`src/rtl/chaotic_lfsr_gen.sv`:
```
// Chaotic keystream generator: Galois LFSR perturbed and whitened by a Q0.16 logistic map,
// with the generated bits packed MSB-first into words on a valid/ready stream.
module chaotic_lfsr_gen #(
    parameter int               WIDTH     = 16,
    parameter logic [WIDTH-1:0] TAPS      = WIDTH'(16'hB400),
    parameter logic [WIDTH-1:0] SEED_LFSR = WIDTH'(16'h0001),
    parameter logic [15:0]      SEED_X    = 16'h8000,
    parameter logic [15:0]      R_Q       = 16'hF5C3,
    parameter int               OUT_W     = 8,
    parameter int               PERTURB   = 4
) (
    input  logic             clk,
    input  logic             rst,
    input  logic             enable,
    input  logic             seed_load,
    input  logic [WIDTH-1:0] seed_lfsr,
    input  logic [15:0]      seed_x,
    output logic             bit_out,
    output logic [OUT_W-1:0] out_data,
    output logic             out_valid,
    input  logic             out_ready
);

    localparam int CW = (OUT_W > 1) ? $clog2(OUT_W) : 1;
    localparam int PW = (PERTURB > 1) ? $clog2(PERTURB) : 1;
    localparam logic [CW-1:0] BIT_LAST  = CW'(OUT_W - 1);
    localparam logic [PW-1:0] PERT_LAST = (PERTURB > 0) ? PW'(PERTURB - 1) : '0;

    typedef enum logic [1:0] {
        IDLE,
        RUN,
        HOLD
    } mode_e;

    mode_e            mode;
    logic             step;

    logic [WIDTH-1:0] lfsr;
    logic [15:0]      x;
    logic [PW-1:0]    pert_cnt;
    logic [CW-1:0]    bit_cnt;
    logic [OUT_W-1:0] shreg;

    logic [31:0]      prod_p;
    logic [31:0]      prod_q;
    logic [15:0]      m_val;
    logic [15:0]      x_raw;
    logic [15:0]      x_next;
    logic             lb;
    logic             gen_bit;
    logic             perturb_now;
    logic [WIDTH-1:0] lfsr_next;
    logic [PW-1:0]    pert_next;
    logic             word_done;
    logic [OUT_W-1:0] shift_next;

    // HOLD outranks enable: a word waiting on the consumer stalls everything.
    always_comb begin
        mode = IDLE;
        if (out_valid && !out_ready) begin
            mode = HOLD;
        end else if (enable) begin
            mode = RUN;
        end
    end

    assign step = (mode == RUN) && !seed_load;

    // Logistic map x' = r*x*(1-x); saturates on overflow and escapes fixed points / zero.
    always_comb begin
        prod_p = {16'd0, x} * {16'd0, 16'hFFFF - x};
        m_val  = 16'(prod_p >> 16);
        prod_q = {16'd0, m_val} * {16'd0, R_Q};
        x_raw  = (prod_q >= 32'h4000_0000) ? 16'hFFFF : 16'(prod_q >> 14);
        x_next = x_raw;
        if (x_raw == 16'd0 || x_raw == x) begin
            x_next = SEED_X;
        end
    end

    always_comb begin
        lb          = lfsr[0];
        gen_bit     = lb ^ x[15];
        perturb_now = (PERTURB != 0) && (pert_cnt == PERT_LAST);
        lfsr_next   = (lfsr >> 1) ^ (lb ? TAPS : '0);
        if (perturb_now) begin
            lfsr_next = lfsr_next ^ WIDTH'(x_next);
        end
        if (lfsr_next == '0) begin
            lfsr_next = WIDTH'(1);
        end
        pert_next = (PERTURB <= 1 || pert_cnt == PERT_LAST) ? '0 : pert_cnt + PW'(1);
        word_done  = (bit_cnt == BIT_LAST);
        shift_next = OUT_W'({shreg, gen_bit});
    end

    // A new word completing on a transfer edge keeps out_valid high with fresh data.
    always_ff @(posedge clk) begin
        if (rst) begin
            lfsr      <= SEED_LFSR;
            x         <= SEED_X;
            pert_cnt  <= '0;
            bit_cnt   <= '0;
            shreg     <= '0;
            bit_out   <= 1'b0;
            out_data  <= '0;
            out_valid <= 1'b0;
        end else if (seed_load) begin
            lfsr      <= (seed_lfsr == '0) ? WIDTH'(1) : seed_lfsr;
            x         <= (seed_x == 16'd0) ? SEED_X : seed_x;
            pert_cnt  <= '0;
            bit_cnt   <= '0;
            shreg     <= '0;
            out_valid <= 1'b0;
        end else begin
            if (step) begin
                lfsr     <= lfsr_next;
                x        <= x_next;
                pert_cnt <= pert_next;
                bit_out  <= gen_bit;
                shreg    <= shift_next;
                if (word_done) begin
                    out_data <= shift_next;
                    bit_cnt  <= '0;
                end else begin
                    bit_cnt <= bit_cnt + CW'(1);
                end
            end
            if (step && word_done) begin
                out_valid <= 1'b1;
            end else if (out_valid && out_ready) begin
                out_valid <= 1'b0;
            end
        end
    end

endmodule

```
`config.mk`:
```
export PLATFORM = sky130hd
export DESIGN_NAME = chaotic_lfsr_gen
export DESIGN_NICKNAME = d
export VERILOG_FILES = /design/src/rtl/chaotic_lfsr_gen.sv
export SDC_FILE = /design/constraint.sdc
export NUM_CORES = 1
export LEC_CHECK = 0
export CAP_MARGIN = 15
export CORE_ASPECT_RATIO = 0.8
export CORE_UTILIZATION = 60
export CTS_BUF_LIST = sky130_fd_sc_hd__clkbuf_8
export DETAILED_ROUTE_END_ITERATION = 12
export MAX_ROUTING_LAYER = met4
export PLACE_DENSITY_LB_ADDON = 0.25
export SYNTH_ARGS = -nofsm -noshare
export SYNTH_HDL_FRONTEND = slang
export SYNTH_SLANG_ARGS = --single-unit
export TNS_END_PERCENT = 10
```
`constraint.sdc`:
```
create_clock -name clk -period 14.74 [get_ports clk]
set_clock_uncertainty 0.15 [all_clocks]
set_input_delay 1.474 -clock clk [delete_from_list [all_inputs] [get_ports clk]]
set_output_delay 1.474 -clock clk [all_outputs]
set_load 0.005 [all_outputs]
```
==> out/metrics.cfg, run 1 <==
[run_status]
status=finished, final reports clean

[min_path]
worstHoldPathCells=2
hold_class=reg -> reg

[synthesis]
syn_area_per_cell_um2=8.51
syn_area_um2=16400
synth-adder-area-share_pct=53.9
synth_xor_area_share_pct=3.82
yosysTopAreaCell=fa_1
syn_nets=2513
async_reset_ff_share_pct=0
yosys_warnings=0
synth_edf_count=0
post_synth_num_cell_types=80
synthMuxAreaShare_pct=0.312
synth_compound_area_share_pct=10.5
ys_ff_latch=54
synth-simple-area-share_pct=14.2
synth_top_family_by_area=adder cells
synth_area_leaders=fa_1, ha_1, inv_1
netlist_instances=1932
ys_seq_area_share_pct=6.58
synth_top_area_share_pct=33.2
synth-main-ff-cell=dfxtp_1

[global_route]
grt_pass1_vias=13565
grt_max_degree=48
grt_overflow=0
grt_usage_pct=32.5
antenna_found_initial=0
grt_pass1_wl_um=69400

[cts]
clkSinkCount=54
cts_tree=built
clk_pin_slew_worst_paths_ns=0.11
htreeDepth=2
ctsRootBufferMaster=clkbuf_8
post-cts-setup-buffers=0
insertion_delay_ns=0.33
cts_buffer_depth=2
numCtsBuffers=5

[sta]
worstMarginPinSlew_ns=0.823
max_freq_mhz=70.0
final-hold-violation-count=0
layout_min_cycle_time_ns=14.28
setup_viol=0
finalCritPeriodShare_pct=96.9
slew_viol_final=0
max_slew_margin_pct=44.7

[setup_path]
cp.required_ns=14.84
cpPeakStageDelay_ns=0.56
reg2reg_slack_ns=0.46
critPathMaxFanout=12
setup.worst_path.class=reg -> reg
crit_cells=49
cp-end-kind=flip-flop
cp_slowest_cell=fa_1
path_buf_inv=10
cp.arrival_ns=14.38
crit_path_frequent_cell=fa_1
startpoint_type=flip-flop
worst-r2r-cell-count=49
critPathTopFamily=adder cells

[finish]
drive_gt1_share_pct=5.98
synthToLayoutAreaGrowth_pct=8.05
fillers=2236
layout_commonest_cell=inv_1
final_util_pct=66.8
layout_common_cells=inv_1, fa_1, ha_1
multi_input_area_um2=13700
final_cells=2331
seq_area_um2=1090
nets=2554
diodes=0

[job]
maxCapViolCount=0

[floorplan]
die-area_um2=28100
io_pins=47
num_rows=53
core_area_um2=26600
initial_core_util_pct=61.8
die_height_um=150
die_w_um=187

[route]
antenna_left=0
avgRoutedWirePerCell_um=18.3
via_count=13472
route.detailed.drc=0
vias_per_cell=5.78
dr.pass1.iters=6
finalWirelength_um=42700
drt_iter0_drc=1186

[placement]
port_buffers=46
place_congestion=0.972
placedCellCount=2323
hpwl_um=35800

-- cell usage after synthesis, drive strengths merged, types with 5 or more instances --
cell / count
o22ai: 11
inv: 366
o21ai: 73
or2: 6
or3: 14
nor2: 163
fa: 273
clkbuf: 66
a21o: 16
a31oi: 12
nor3: 27
nand3: 25
and2: 7
xor2: 20
nand2b: 8
xnor2: 44
dfxtp: 54
a21oi: 86
nand3b: 5
buf: 23
ha: 271
o211ai: 8
clkinv: 6
o32ai: 9
nand2: 220
a221oi: 8
nor4: 11
and3: 10
nor2b: 10
a211oi: 9
nand4: 5
-- cells by family after synthesis --
| kind of cell | Yosys count |
|---|---|
| xor gates and xnor gates | 67 |
| buffers and inverters | 461 |
| adders and majority gates | 544 |
| and+or+nand+nor | 528 |
| DFF | 54 |
| muxes | 5 |
| AOI/OAI and AO/OA | 273 |
-- area by class of cell --
class | count | share of cell area (%)
clock buffers | 5 | 0.387
clock inverters | 3 | 0.162
inverters | 372 | 7.93
multi-input cells | 1417 | 77.0
flip-flops and latches | 54 | 6.11
well taps | 357 | 2.51
repair buffers | 123 | 5.92
-- sequential cells by signal, summed over array words and instances, names as in the netlist --
name	cells
out_data	8
out_valid	1
bit_cnt	3
pert_cnt	2
bit_out	1
shreg	7
x	16
lfsr	16
-- stage by stage --
stage / setup slack (ns) / TNS (ns) / hold WS (ns) / instance area (µm²)
after floorplan: 1.14 / 0 / 0.282 / 16400
after global placement: 0.330 / 0 / 0.292 / 17600
after detailed placement: 0.131 / 0 / 0.296 / 17600
after CTS: 0.0339 / 0 / 0.311 / 17700
after global routing: -0.0757 / -0.0757 / 0.333 / 17800
final: 0.458 / 0 / 0.309 / 17800
-- layer usage --
layer / global-route usage, % / share of wire, %
met2: 49.8 / 45
met1: 45.3 / 45
met5: - / 0
met4: 5.29 / 1.4
met3: 6.31 / 9.1
-- worst reg2reg max path: cells and delay by family (launching register included) --
| family | cells | cell delay, ns |
|---|---|---|
| XOR/XNOR | 2 | 0.52 |
| AO/OA/AOI/OAI | 15 | 3.90 |
| AND/OR/NAND/NOR | 9 | 2.23 |
| buffers and inverters | 10 | 1.32 |
| flip-flops | 1 | 0.46 |
| adder cells (fa/ha/maj) | 13 | 5.65 |
-- final timing paths --
path | from | endpoint
hold / removal | out_data[1] | out_data[1]
hold reg to reg | out_data[1] | out_data[1]
setup reg to reg | x[11] | lfsr[0]
setup / recovery | x[11] | lfsr[0]
-- repair_timing --
action	CTS	global route
hold endpoints to repair	0	0
setup endpoints to repair	0	28
resized for setup	0	23
hold buffers	0	0
Power of run 1 is not shown: default switching activity piles up to over one toggle a cycle in this logic, so the estimate is an artifact.
==> run 2, diff against run 1 <==
--- a/constraint.sdc
+++ b/constraint.sdc
@@ -3,3 +3,3 @@
 set_input_delay 1.474 -clock clk [delete_from_list [all_inputs] [get_ports clk]]
 set_output_delay 1.474 -clock clk [all_outputs]
-set_load 0.005 [all_outputs]
+set_load 0.05 [all_outputs]
==> results of run 2 <==
No change in the layout: final DEF, timing and power equal those of run 1.
Power of run 2 is left out for the same reason.
